--- src/rtl/fwd_hazard_ctrl_if.sv ---
// Bundle of ID/EX operand, producer-stage and scoreboard signals for the
// forwarding/hazard controller; master drives the pipeline side.
interface fwd_hazard_ctrl_if #(
    parameter int AW      = 5,
    parameter int NUM_SRC = 2,
    parameter int NUM_STG = 2,
    parameter int CNTW    = 32
);
    localparam int SELW = $clog2(NUM_STG + 1);

    logic [NUM_SRC*AW-1:0]   ex_rs;
    logic [NUM_STG-1:0]      stg_wr;
    logic [NUM_STG*AW-1:0]   stg_rd;
    logic [NUM_SRC*SELW-1:0] fwd_sel;
    logic                    id_valid;
    logic [NUM_SRC*AW-1:0]   id_rs;
    logic [NUM_SRC-1:0]      id_rs_used;
    logic [AW-1:0]           id_rd;
    logic                    id_is_long;
    logic                    ex_valid;
    logic                    ex_is_load;
    logic [AW-1:0]           ex_rd;
    logic                    long_done;
    logic [AW-1:0]           long_done_rd;
    logic                    stall_id;
    logic [2**AW-1:0]        sb_pending;
    logic [CNTW-1:0]         stall_count;

    modport master (
        output ex_rs, stg_wr, stg_rd, id_valid, id_rs, id_rs_used, id_rd,
               id_is_long, ex_valid, ex_is_load, ex_rd, long_done, long_done_rd,
        input  fwd_sel, stall_id, sb_pending, stall_count
    );

    modport slave (
        input  ex_rs, stg_wr, stg_rd, id_valid, id_rs, id_rs_used, id_rd,
               id_is_long, ex_valid, ex_is_load, ex_rd, long_done, long_done_rd,
        output fwd_sel, stall_id, sb_pending, stall_count
    );
endinterface

--- src/rtl/fwd_hazard_ctrl.sv ---
// EX operand forwarding select, long-op register scoreboard and ID stall
// generation with a saturating stall-cycle counter.
module fwd_hazard_ctrl #(
    parameter int AW      = 5,
    parameter int NUM_SRC = 2,
    parameter int NUM_STG = 2,
    parameter int CNTW    = 32
) (
    input  logic               clk,
    input  logic               rst_n,
    fwd_hazard_ctrl_if.slave   bus
);
    localparam int SELW = $clog2(NUM_STG + 1);
    localparam int NREG = 2**AW;

    logic [NREG-1:0]    sb_pending_reg;
    logic [NREG-1:0]    sb_pending_next;
    logic [NREG-1:0]    set_vec;
    logic [NREG-1:0]    clr_vec;
    logic [CNTW-1:0]    stall_count_reg;
    logic [NUM_SRC-1:0] luse_src;
    logic [NUM_SRC-1:0] raw_src;
    logic               luse;
    logic               raw;
    logic               waw;
    logic               stall;
    logic               issue;
    logic               complete;

    // Scan from oldest to youngest so the youngest matching stage overrides.
    function automatic logic [SELW-1:0] fwd_pick(
        input logic [NUM_STG-1:0]    wr,
        input logic [NUM_STG*AW-1:0] rd,
        input logic [AW-1:0]         rs
    );
        fwd_pick = '0;
        for (int k = NUM_STG - 1; k >= 0; k--) begin
            if (wr[k] && rd[k*AW +: AW] != '0 && rd[k*AW +: AW] == rs)
                fwd_pick = SELW'(k + 1);
        end
    endfunction

    for (genvar gi = 0; gi < NUM_SRC; gi++) begin : g_src
        assign bus.fwd_sel[gi*SELW +: SELW] =
            fwd_pick(bus.stg_wr, bus.stg_rd, bus.ex_rs[gi*AW +: AW]);
        assign luse_src[gi] = bus.id_rs_used[gi] &&
                              bus.id_rs[gi*AW +: AW] == bus.ex_rd;
        assign raw_src[gi]  = bus.id_rs_used[gi] &&
                              bus.id_rs[gi*AW +: AW] != '0 &&
                              sb_pending_reg[bus.id_rs[gi*AW +: AW]];
    end

    assign luse  = bus.id_valid && bus.ex_valid && bus.ex_is_load &&
                   bus.ex_rd != '0 && (|luse_src);
    assign raw   = bus.id_valid && (|raw_src);
    assign waw   = bus.id_valid && bus.id_is_long && bus.id_rd != '0 &&
                   sb_pending_reg[bus.id_rd];
    assign stall = luse | raw | waw;

    assign issue    = bus.id_valid && bus.id_is_long && !stall && bus.id_rd != '0;
    assign complete = bus.long_done && bus.long_done_rd != '0;

    for (genvar gi = 0; gi < NREG; gi++) begin : g_reg
        assign set_vec[gi] = issue    && bus.id_rd        == AW'(gi);
        assign clr_vec[gi] = complete && bus.long_done_rd == AW'(gi);
    end

    // Set is applied after clear so a same-cycle issue keeps the bit pending.
    always_comb begin
        sb_pending_next    = (sb_pending_reg & ~clr_vec) | set_vec;
        sb_pending_next[0] = 1'b0;
    end

    always_ff @(posedge clk) begin
        if (!rst_n) begin
            sb_pending_reg  <= '0;
            stall_count_reg <= '0;
        end else begin
            sb_pending_reg <= sb_pending_next;
            if (stall && stall_count_reg != {CNTW{1'b1}})
                stall_count_reg <= stall_count_reg + 1'b1;
        end
    end

    assign bus.stall_id    = stall;
    assign bus.sb_pending  = sb_pending_reg;
    assign bus.stall_count = stall_count_reg;
endmodule

--- src/flat_wrapper.sv ---
// flat-port wrapper written by rule: the top's interface ports become plain ports
module fwd_hazard_ctrl_flat 
#(
    parameter int AW      = 5,
    parameter int NUM_SRC = 2,
    parameter int NUM_STG = 2,
    parameter int CNTW    = 32
)
  (clk, rst_n, bus_ex_rs, bus_stg_wr, bus_stg_rd, bus_id_valid, bus_id_rs, bus_id_rs_used, bus_id_rd, bus_id_is_long, bus_ex_valid, bus_ex_is_load, bus_ex_rd, bus_long_done, bus_long_done_rd, bus_fwd_sel, bus_stall_id, bus_sb_pending, bus_stall_count);
  fwd_hazard_ctrl_if #(.AW(AW), .NUM_SRC(NUM_SRC), .NUM_STG(NUM_STG), .CNTW(CNTW)) bus_i ();
  input  logic clk;
  input  logic rst_n;
  input wire logic [$bits(bus_i.ex_rs)-1:0] bus_ex_rs;
  input wire logic [$bits(bus_i.stg_wr)-1:0] bus_stg_wr;
  input wire logic [$bits(bus_i.stg_rd)-1:0] bus_stg_rd;
  input wire logic [$bits(bus_i.id_valid)-1:0] bus_id_valid;
  input wire logic [$bits(bus_i.id_rs)-1:0] bus_id_rs;
  input wire logic [$bits(bus_i.id_rs_used)-1:0] bus_id_rs_used;
  input wire logic [$bits(bus_i.id_rd)-1:0] bus_id_rd;
  input wire logic [$bits(bus_i.id_is_long)-1:0] bus_id_is_long;
  input wire logic [$bits(bus_i.ex_valid)-1:0] bus_ex_valid;
  input wire logic [$bits(bus_i.ex_is_load)-1:0] bus_ex_is_load;
  input wire logic [$bits(bus_i.ex_rd)-1:0] bus_ex_rd;
  input wire logic [$bits(bus_i.long_done)-1:0] bus_long_done;
  input wire logic [$bits(bus_i.long_done_rd)-1:0] bus_long_done_rd;
  output wire logic [$bits(bus_i.fwd_sel)-1:0] bus_fwd_sel;
  output wire logic [$bits(bus_i.stall_id)-1:0] bus_stall_id;
  output wire logic [$bits(bus_i.sb_pending)-1:0] bus_sb_pending;
  output wire logic [$bits(bus_i.stall_count)-1:0] bus_stall_count;
  assign bus_i.ex_rs = bus_ex_rs;
  assign bus_i.stg_wr = bus_stg_wr;
  assign bus_i.stg_rd = bus_stg_rd;
  assign bus_i.id_valid = bus_id_valid;
  assign bus_i.id_rs = bus_id_rs;
  assign bus_i.id_rs_used = bus_id_rs_used;
  assign bus_i.id_rd = bus_id_rd;
  assign bus_i.id_is_long = bus_id_is_long;
  assign bus_i.ex_valid = bus_ex_valid;
  assign bus_i.ex_is_load = bus_ex_is_load;
  assign bus_i.ex_rd = bus_ex_rd;
  assign bus_i.long_done = bus_long_done;
  assign bus_i.long_done_rd = bus_long_done_rd;
  assign bus_fwd_sel = bus_i.fwd_sel;
  assign bus_stall_id = bus_i.stall_id;
  assign bus_sb_pending = bus_i.sb_pending;
  assign bus_stall_count = bus_i.stall_count;
  fwd_hazard_ctrl #(.AW(AW), .NUM_SRC(NUM_SRC), .NUM_STG(NUM_STG), .CNTW(CNTW)) u_core (.clk(clk), .rst_n(rst_n), .bus(bus_i));
endmodule
--- config.mk ---
export PLATFORM = sky130hd
export DESIGN_NAME = fwd_hazard_ctrl_flat
export DESIGN_NICKNAME = d
export VERILOG_FILES = /design/src/rtl/fwd_hazard_ctrl_if.sv /design/src/rtl/fwd_hazard_ctrl.sv /design/src/flat_wrapper.sv
export SDC_FILE = /design/constraint.sdc
export NUM_CORES = 1
export LEC_CHECK = 0
export BUFFER_PORTS_ARGS = -buffer_cell sky130_fd_sc_hd__buf_2
export CORE_UTILIZATION = 30
export CTS_CLUSTER_SIZE = 12
export DETAILED_ROUTE_END_ITERATION = 8
export PLACE_DENSITY = 0.52
export REMOVE_ABC_BUFFERS = 1
export SLEW_MARGIN = 20
export SYNTH_ARGS = -nofsm -noshare
export SYNTH_HDL_FRONTEND = slang
export SYNTH_SLANG_ARGS = --single-unit
--- constraint.sdc ---
create_clock -name clk -period 7.2 [get_ports clk]
set_input_delay 1.44 -clock clk [delete_from_list [all_inputs] [get_ports clk]]
set_output_delay 1.44 -clock clk [all_outputs]
set_load 0.02 [all_outputs]
==> results.toml, run 1 <==
[critical_path]
critPathKind = "primary input to output port"
critPathMaxFanout = 15
crit_required_ns = 5.76
cp_data_arrival_time_ns = 3.80
cp-end-kind = "output port"
critPathLaunchType = "primary input"

[timing]
fin_crit_ns = 5.237
fin_worst_skew_ns = 0.008791
rsz0062_at_grt = "false"
setup_tns_ns = 0
timing.fmax_ghz = 0.1909
hold_viol = 0
drv_slew = 0
finalSetupViolations = 0
relSlewSlack = 0.5735
worst_slew_pin_slew_ns = 0.6388
period_share = 0.7274

[pwr]
sw_frac_of_total = 0.2777
power_switching_uw = 240.0
p_leak_uw = 0.001968
ir_drop_v = 0.0001043
clockPowerShare = 0.461
p_int_uw = 624.3
p_comb_frac = 0.130
finalPower_uw = 864.3
powerDensity_nw_per_um2 = 164.1
power_frac_seq = 0.408

[yosys]
postSynthCellCount = 505
synth_top_area_share = 0.2944
yosysWarnings = 0
synth_top_area_cell = "dfxtp_1"
yosysSeqAreaShare = 0.2944
synth_ff_type = "dfxtp_1"
async_flop_share = 0
synthTopCellsByCount = "63 x dfxtp_1, 63 x nand2_1, 38 x nand3_1"
synth_edf_count = 0
avgSynthCellArea_um2 = 8.483
synth.distinct_cells = 58
synth_area_leaders = "dfxtp_1 29%, mux4_2 11%, nand2_1 5.5%"
yosys_register_bits = 63
syn_area_um2 = 4284

[detailed_routing]
final_antenna_net_count = 0
viasPerCell = 5.514
dr.pass1.iters = 5
drc = 0
wl_per_cell_um = 16.99
drt_iter0_markers = 237
via_count = 4395
routed_wl_um = 13540

[die]
die_w_um = 121.5
die_y_um = 121.5
rows = 43
ios = 125
core_um2 = 13880
dieArea_um2 = 14760
initial_core_util = 0.3086

[clock_network]
cts-root-buf = "clkbuf_16"
cts_buffer_depth = 2
cts_tree = "built"
cts.htree.levels = 3
cts_resized = 0
insertion_delay_ns = 0.33
cts_inserted_buffers = 9
clkSinkCount = 63
cts_hold_buffers = 0
path_clk_slew_ns = 0.06
postCtsSetupRepairBufs = 0

[grt]
antenna_found_initial = 0
grt_use_total = 0.1857
grt_max_degree = 42
grt_pass1_vias = 4079
grt_first_pass_wirelength_um = 21080
overflow = 0

[placement]
port_buffers = 123
gp_congestion = 0.8107
hpwlAfterDp_um = 10150

[finish]
largest_register_ffs = 32
final_util = 0.3795
syn_to_final_growth_pct = 22.96
drive_gt1_frac = 0.3128
final_nets = 669
diodes = 0
n_fill_cell = 1438

[min_path]
hold_path.class = "register to register"

[flow_run]
drv_cap = 0

[run_status]
status = "completed"
layout make-up:
type | count | area (um^2) | area share
multi-input combinational | 404 | 2838 | 0.5387
sequential | 63 | 1261 | 0.2394
timing repair buffer | 126 | 638.1 | 0.1211
clock buffer | 9 | 225.2 | 0.04276
tap | 180 | 225.2 | 0.04276
clock inverter | 7 | 50.05 | 0.009501
inverter | 8 | 30.03 | 0.005701
cell families after synthesis:
logic type               count (synthesis)  synth area share
other                                    1         0.0008753
multiplexers                            32            0.1341
AO/OA/AOI/OAI                          113            0.1747
flip-flops                              63            0.2944
XOR/XNOR                                33           0.06922
adder cells (fa/ha/maj)                  1          0.002920
buffers and inverters                   38           0.04439
AND/OR/NAND/NOR                        224            0.2795
layer usage:
metal / up-vias / share of wire / global-route usage
li1: 2113 / - / -
met1: 2115 / 0.43 / 0.2388
met2: 156 / 0.49 / 0.3079
met3: 11 / 0.068 / 0.03759
met4: 0 / 0.013 / 0.06404
met5: - / 0 / 0
cells in the final DEF (no fill, tap or decap), types with 3 or more instances in the layout:
| master | instances |
|---|---|
| nand2_1 | 63 |
| o211ai_1 | 11 |
| nor2b_1 | 6 |
| mux2_2 | 3 |
| mux2i_1 | 9 |
| o21ai_0 | 35 |
| mux4_2 | 20 |
| a21oi_2 | 7 |
| buf_2 | 123 |
| and3_1 | 8 |
| nor2_1 | 20 |
| buf_4 | 3 |
| nand4_1 | 10 |
| o21a_1 | 4 |
| and2_1 | 4 |
| o21ai_2 | 7 |
| inv_1 | 7 |
| or4_1 | 14 |
| clkbuf_16 | 9 |
| o21ai_1 | 3 |
| nand3b_1 | 6 |
| xnor2_1 | 16 |
| dfxtp_1 | 63 |
| or3_1 | 16 |
| o31ai_1 | 12 |
| clkinvlp_4 | 3 |
| nor4_1 | 4 |
| nor3_1 | 7 |
| or2_2 | 5 |
| a21oi_1 | 19 |
| xor2_1 | 16 |
| nand4b_1 | 4 |
| nand2b_1 | 7 |
| nor3b_1 | 3 |
| nand3_1 | 38 |
stage by stage:
step                      hold WS [ns]  cells  setup WS (ns)  cell area (um^2)
after floorplan                 0.5557    475          2.336              4124
after global placement          0.4756    781          2.038              4987
after detailed placement        0.4848    781          1.959              4987
after CTS                       0.4970    797          1.960              5263
after global routing            0.5145    797          1.837              5268
final                           0.4927    797          1.963              5268
critical path: stages:
cell and delay [ns]:
buf_2 0.28, mux2_2 0.37, and3_1 0.17, or4_1 0.52, o2111ai_1 0.11, nand4_1 0.31
nor2_1 0.18, buf_4 0.20, nor2b_1 0.06, buf_2 0.15
worst paths after layout:
| kind | from | end | slack (ns) | cells after the start |
|---|---|---|---|---|
| hold reg to reg | u_core.bus.stall_count[10]$_SDFFE_PN0P_ | u_core.bus.stall_count[10]$_SDFFE_PN0P_ | 0.49 | 2 |
| hold / removal | u_core.bus.stall_count[10]$_SDFFE_PN0P_ | u_core.bus.stall_count[10]$_SDFFE_PN0P_ | 0.49 | 2 |
| setup reg to reg | u_core.bus.sb_pending[30]$_SDFF_PN0_ | u_core.bus.sb_pending[29]$_SDFF_PN0_ | 4.24 | 8 |
| setup / recovery | bus_id_rs[6] | bus_stall_id | 1.96 | 10 |
power by group through the flow:
stage	Clock, uW	Combinational (uW)	Sequential (uW)
after floorplan	0	53.0	362
after global placement	0	111	361
after detailed placement	0	112	361
after CTS	410	113	353
after global routing	429	124	353
final	399	113	353
Power figures use the tool's default switching activity.
==> run 2: changes to the inputs <==
==> constraint.sdc (replaced) <==
create_clock -name clk -period 5 [get_ports clk]
set_input_delay 1 -clock clk [delete_from_list [all_inputs] [get_ports clk]]
set_output_delay 1 -clock clk [all_outputs]
set_load 0.02 [all_outputs]
==> run 2 against run 1 <==
Non-clock buffer count unchanged. Worst hold slack about the same. Power up 59%. Sequential share of layout area down 0.23 points. Sequential power up 44%. Clock power up 75%. Global-route usage up 0.50 points. Critical path depth down 1. Wire length up 1.4%. Design area up 0.97%. Die area unchanged. Clock skew down 0.0013 ns.
==> results.toml, run 2 (synthesis gave the netlist of run 1 again) <==
[die]
ios = 125
rows = 43
dieArea_um2 = 14760
die_y_um = 121.5
core_um2 = 13880
die_w_um = 121.5
initial_core_util = 0.3086

[finish]
drive_gt1_frac = 0.3101
mostFrequentLayoutCell = "buf_2"
final_cell_mix = "123 x buf_2, 63 x nand2_1, 63 x dfxtp_1"
final_util = 0.3832
diodes = 0
seqCellArea_um2 = 1261
multiInputGateArea_um2 = 2833
final_nets = 669
n_fill_cell = 1459
finish.instance_area_um2 = 5319
largest_register_ffs = 32
syn_to_final_growth_pct = 24.15

[grt]
overflow = 0
antenna_found_initial = 0
grt_max_degree = 42
grt_first_pass_wirelength_um = 21770
grt_use_total = 0.1907
grt_pass1_vias = 4136

[timing]
finalSetupViolations = 0
relSlewSlack = 0.3258
worst_slew_pin_slew_ns = 1.009
timing.fmax_ghz = 0.2354
fin_worst_skew_ns = 0.007482
setup_tns_ns = 0
fin_crit_ns = 4.248
finalWorstSetupSlack_ns = 0.7521
hold_viol = 0
drv_slew = 0
rsz0062_at_grt = "false"
period_share = 0.8496
fin_hold_ws_ns = 0.4923

[clock_network]
clkSinkCount = 63
path_clk_slew_ns = 0.06
insertion_delay_ns = 0.33
cts_tree = "built"
postCtsSetupRepairBufs = 0
cts.htree.levels = 3
cts_resized = 0
cts-root-buf = "clkbuf_16"
cts_hold_buffers = 0
cts_inserted_buffers = 9
cts_buffer_depth = 2

[detailed_routing]
via_count = 4377
routed_wl_um = 13740
dr.pass1.iters = 4
viasPerCell = 5.499
drt_iter0_markers = 266
drc = 0
wl_per_cell_um = 17.26
final_antenna_net_count = 0

[critical_path]
crit_required_ns = 4.00
critPathMaxFanout = 12
critPathLaunchType = "primary input"
cp_data_arrival_time_ns = 3.25
critPathKind = "primary input to output port"
cp-end-kind = "output port"

[pwr]
power_switching_uw = 334.2
p_comb_frac = 0.119
powerDensity_nw_per_um2 = 258.0
power_frac_seq = 0.371
clockPowerShare = 0.510
p_int_uw = 1038
sw_frac_of_total = 0.2436
ir_drop_v = 0.0001762
p_leak_uw = 0.002003

[run_status]
status = "completed"

[placement]
pre_cts_ws_ns = 0.7013
port_buffers = 123
gp_congestion = 0.8189
dpl_cell_area_um2 = 4987
hpwlAfterDp_um = 10340

[flow_run]
drv_cap = 0

[min_path]
hold_path.class = "register to register"
## run 2: cell count changes in the layout (fill, tap and decap cells not counted)
cell	delta
clkbuf_8	+3
clkinvlp_4	-3
bufinv_16	+2
clkinv_4	-2
clkinv_2	-1
nor3b_1	+1
nor3b_2	-1
## run 2: critical path, stage by stage
cell       delay, ns
buf_2           0.27
mux2_2          0.37
and3_1          0.17
or4_1           0.52
o2111ai_1       0.12
nand4_1         0.30
nor2_1          0.27
nor2b_1         0.07
buf_2           0.16
## run 2: path summary, 6_finish.rpt
check	slack (ns)	to	startpoint	depth (start not counted)
hold reg to reg	0.49	u_core.bus.stall_count[18]$_SDFFE_PN0P_	u_core.bus.stall_count[18]$_SDFFE_PN0P_	2
setup reg to reg	2.04	u_core.bus.sb_pending[29]$_SDFF_PN0_	u_core.bus.sb_pending[30]$_SDFF_PN0_	8
hold / removal	0.49	u_core.bus.stall_count[18]$_SDFFE_PN0P_	u_core.bus.stall_count[18]$_SDFFE_PN0P_	2
setup / recovery	0.75	bus_stall_id	bus_id_rs[6]	9
## run 2: through the flow
stage | power [uW] | instances
floorplan | 597.0 | 475
global placement | 679.2 | 781
CTS | 1385 | 796
finish | 1372 | 796
detailed placement | 682.9 | 781
global route | 1427 | 796
## run 2: routing by layer
metal	track usage	wire (um)
met1	0.2552	6173
met2	0.3093	6621
met3	0.03477	796
met4	0.06096	144
met5	0	0
## run 2: cell type report
class | instances | area share
Clock buffer | 12 | 0.05011
Timing Repair Buffer | 126 | 0.1200
Tap cell | 180 | 0.04234
Multi-Input combinational cell | 404 | 0.5326
Clock inverter | 3 | 0.01223
Sequential cell | 63 | 0.2371
Inverter | 8 | 0.005646
## run 2: power groups by stage
stage / Clock [uW] / Sequential (uW) / Combinational (uW)
after floorplan: 0 / 521 / 76.3
after global placement: 0 / 519 / 160
after detailed placement: 0 / 519 / 164
after CTS: 713 / 508 / 164
after global routing: 739 / 509 / 179
final: 700 / 509 / 163
==> run 3: changes to the inputs <==
--- a/config.mk
+++ b/config.mk
@@ -9,7 +9,7 @@
 export CORE_UTILIZATION = 30
 export CTS_CLUSTER_SIZE = 12
 export DETAILED_ROUTE_END_ITERATION = 8
-export PLACE_DENSITY = 0.52
+export PLACE_DENSITY = 0.54
 export REMOVE_ABC_BUFFERS = 1
 export SLEW_MARGIN = 20
 export SYNTH_ARGS = -nofsm -noshare
==> constraint.sdc (replaced) <==
create_clock -name clk -period 3.5 [get_ports clk]
set_input_delay 0.7 -clock clk [delete_from_list [all_inputs] [get_ports clk]]
set_output_delay 0.7 -clock clk [all_outputs]
set_load 0.02 [all_outputs]
==> run 3 against run 2 <==
Combinational power grew 49%. Cell count up 1.1%. Worst hold slack about the same. Power increased by 36%. Non-clock buffer count up 8. Sequential power increased by 43%. Sequential cell count is the same. Clock-buffer cell count shrank 2. Wire length decreased by 0.44%. Worst setup slack worse by 0.59 ns. Clock skew increased by 0.00051 ns.
==> results.toml, run 3 (synthesis gave the netlist of run 1 again) <==
[timing]
rsz0062_at_grt = "false"
finalWorstSetupSlack_ns = 0.1658
timing.fmax_ghz = 0.2999
fin_crit_ns = 3.334
finalSetupViolations = 0
drv_slew = 0
fin_worst_skew_ns = 0.007987
worst_slew_pin_slew_ns = 1.054
fin_hold_ws_ns = 0.4919
relSlewSlack = 0.2955
hold_viol = 0
setup_tns_ns = 0
period_share = 0.9526

[critical_path]
path_cells = "buf_2 -> mux4_2 -> mux4_2 -> nor2_1 -> a311oi_2 -> and2_4 -> nor2_1 -> nor2b_1 -> buf_2"
critPathKind = "primary input to output port"
rr_worst_depth = 9
critical-path-slowest-cell = "mux4_2"
crit_buf_inv = 2
cp_top_family = "multiplexers"
crit_required_ns = 2.80
max_stage_delay_ns = 0.52
critPathMaxFanout = 5
cp-end-kind = "output port"
cp_data_arrival_time_ns = 2.63
critPathLaunchType = "primary input"
worst-path-stages = 9

[finish]
diodes = 0
n_fill_cell = 1435
final_cell_mix = "123 x buf_2, 63 x nand2_1, 63 x dfxtp_1"
syn_to_final_growth_pct = 25.09
drive_gt1_frac = 0.3184
mostFrequentLayoutCell = "buf_2"
final_nets = 677
largest_register_ffs = 32

[clock_network]
insertion_delay_ns = 0.33
cts.htree.levels = 3
cts_resized = 0
cts_inserted_buffers = 9
cts-root-buf = "clkbuf_16"
cts_tree = "built"
clkSinkCount = 63
cts_hold_buffers = 0
cts_buffer_depth = 2
postCtsSetupRepairBufs = 0
path_clk_slew_ns = 0.06

[grt]
grt_use_total = 0.1843
overflow = 0
grt_pass1_vias = 4049
antenna_found_initial = 0
grt_max_degree = 42
grt_first_pass_wirelength_um = 21160

[run_status]
status = "completed"

[placement]
port_buffers = 123
hpwlAfterDp_um = 10520
gp_congestion = 0.8766
pre_cts_ws_ns = 0.1471

[min_path]
hold_path.class = "register to register"
min_path_cells = 2

[detailed_routing]
drc = 0
wl_per_cell_um = 16.99
final_antenna_net_count = 0
via_count = 4402
routed_wl_um = 13680
drt_iter0_markers = 236
dr.pass1.iters = 4
viasPerCell = 5.468

[die]
core_um2 = 13880
ios = 125
die_y_um = 121.5
die_w_um = 121.5
initial_core_util = 0.3086
rows = 43
dieArea_um2 = 14760

[flow_run]
drv_cap = 0

[pwr]
p_leak_uw = 0.002029
ir_drop_v = 0.0002091
powerDensity_nw_per_um2 = 349.4
==> run 3: changes by cell type in the layout (fill, tap and decap cells not counted), sizes merged <==
cell,change
clkinv,+2
clkinvlp,+2
bufinv,-1
clkbuf,-2
buf,+8
==> run 3: layout make-up <==
type / count / area (um^2) / share of cell area
Multi-Input combinational cell: 404 / 2833 / 0.5286
Sequential cell: 63 / 1261 / 0.2353
Timing Repair Buffer: 134 / 710.7 / 0.1326
Clock buffer: 10 / 239.0 / 0.04459
Tap cell: 180 / 225.2 / 0.04203
Clock inverter: 6 / 60.06 / 0.01121
Inverter: 8 / 30.03 / 0.005604
==> run 3: path summary, 6_finish.rpt <==
kind                                                 from  slack [ns]                                 endpoint
setup / recovery                             bus_id_rd[1]        0.17                             bus_stall_id
hold / removal    u_core.bus.stall_count[10]$_SDFFE_PN0P_        0.49  u_core.bus.stall_count[10]$_SDFFE_PN0P_
setup reg to reg     u_core.bus.sb_pending[30]$_SDFF_PN0_        0.69     u_core.bus.sb_pending[29]$_SDFF_PN0_
hold reg to reg   u_core.bus.stall_count[10]$_SDFFE_PN0P_        0.49  u_core.bus.stall_count[10]$_SDFFE_PN0P_
==> run 3: metrics by stage <==
stage                     std cells  utilization  total power, uW  instance area (um^2)
final                           805       0.3861             1873                  5359
after global routing            805       0.3861             1943                  5359
after CTS                       805       0.3861             1889                  5359
after detailed placement        789       0.3645            984.3                  5060
after global placement          789       0.3645            978.4                  5060
after floorplan                 475            -            852.8                  4124
==> run 3: layer usage <==
metal  track usage  vias up  wire, um
met4       0.06867        0       282
li1              -     2122         -
met1        0.2386     2110      5951
met2        0.3075      150      6616
met3       0.02914       20       826
met5             0        -         0
==> run 3: where the power goes <==
group | total, uW | internal, uW | switching (uW)
Sequential | 726 | 721 | 5.46
Clock | 904 | 567 | 337
Combinational | 243 | 93.1 | 150
==> run 3: worst min-delay path, cell delays in order (launching register included) <==
cell	delay, ns
dfxtp_1	0.33
o31ai_1	0.06
a21oi_1	0.05
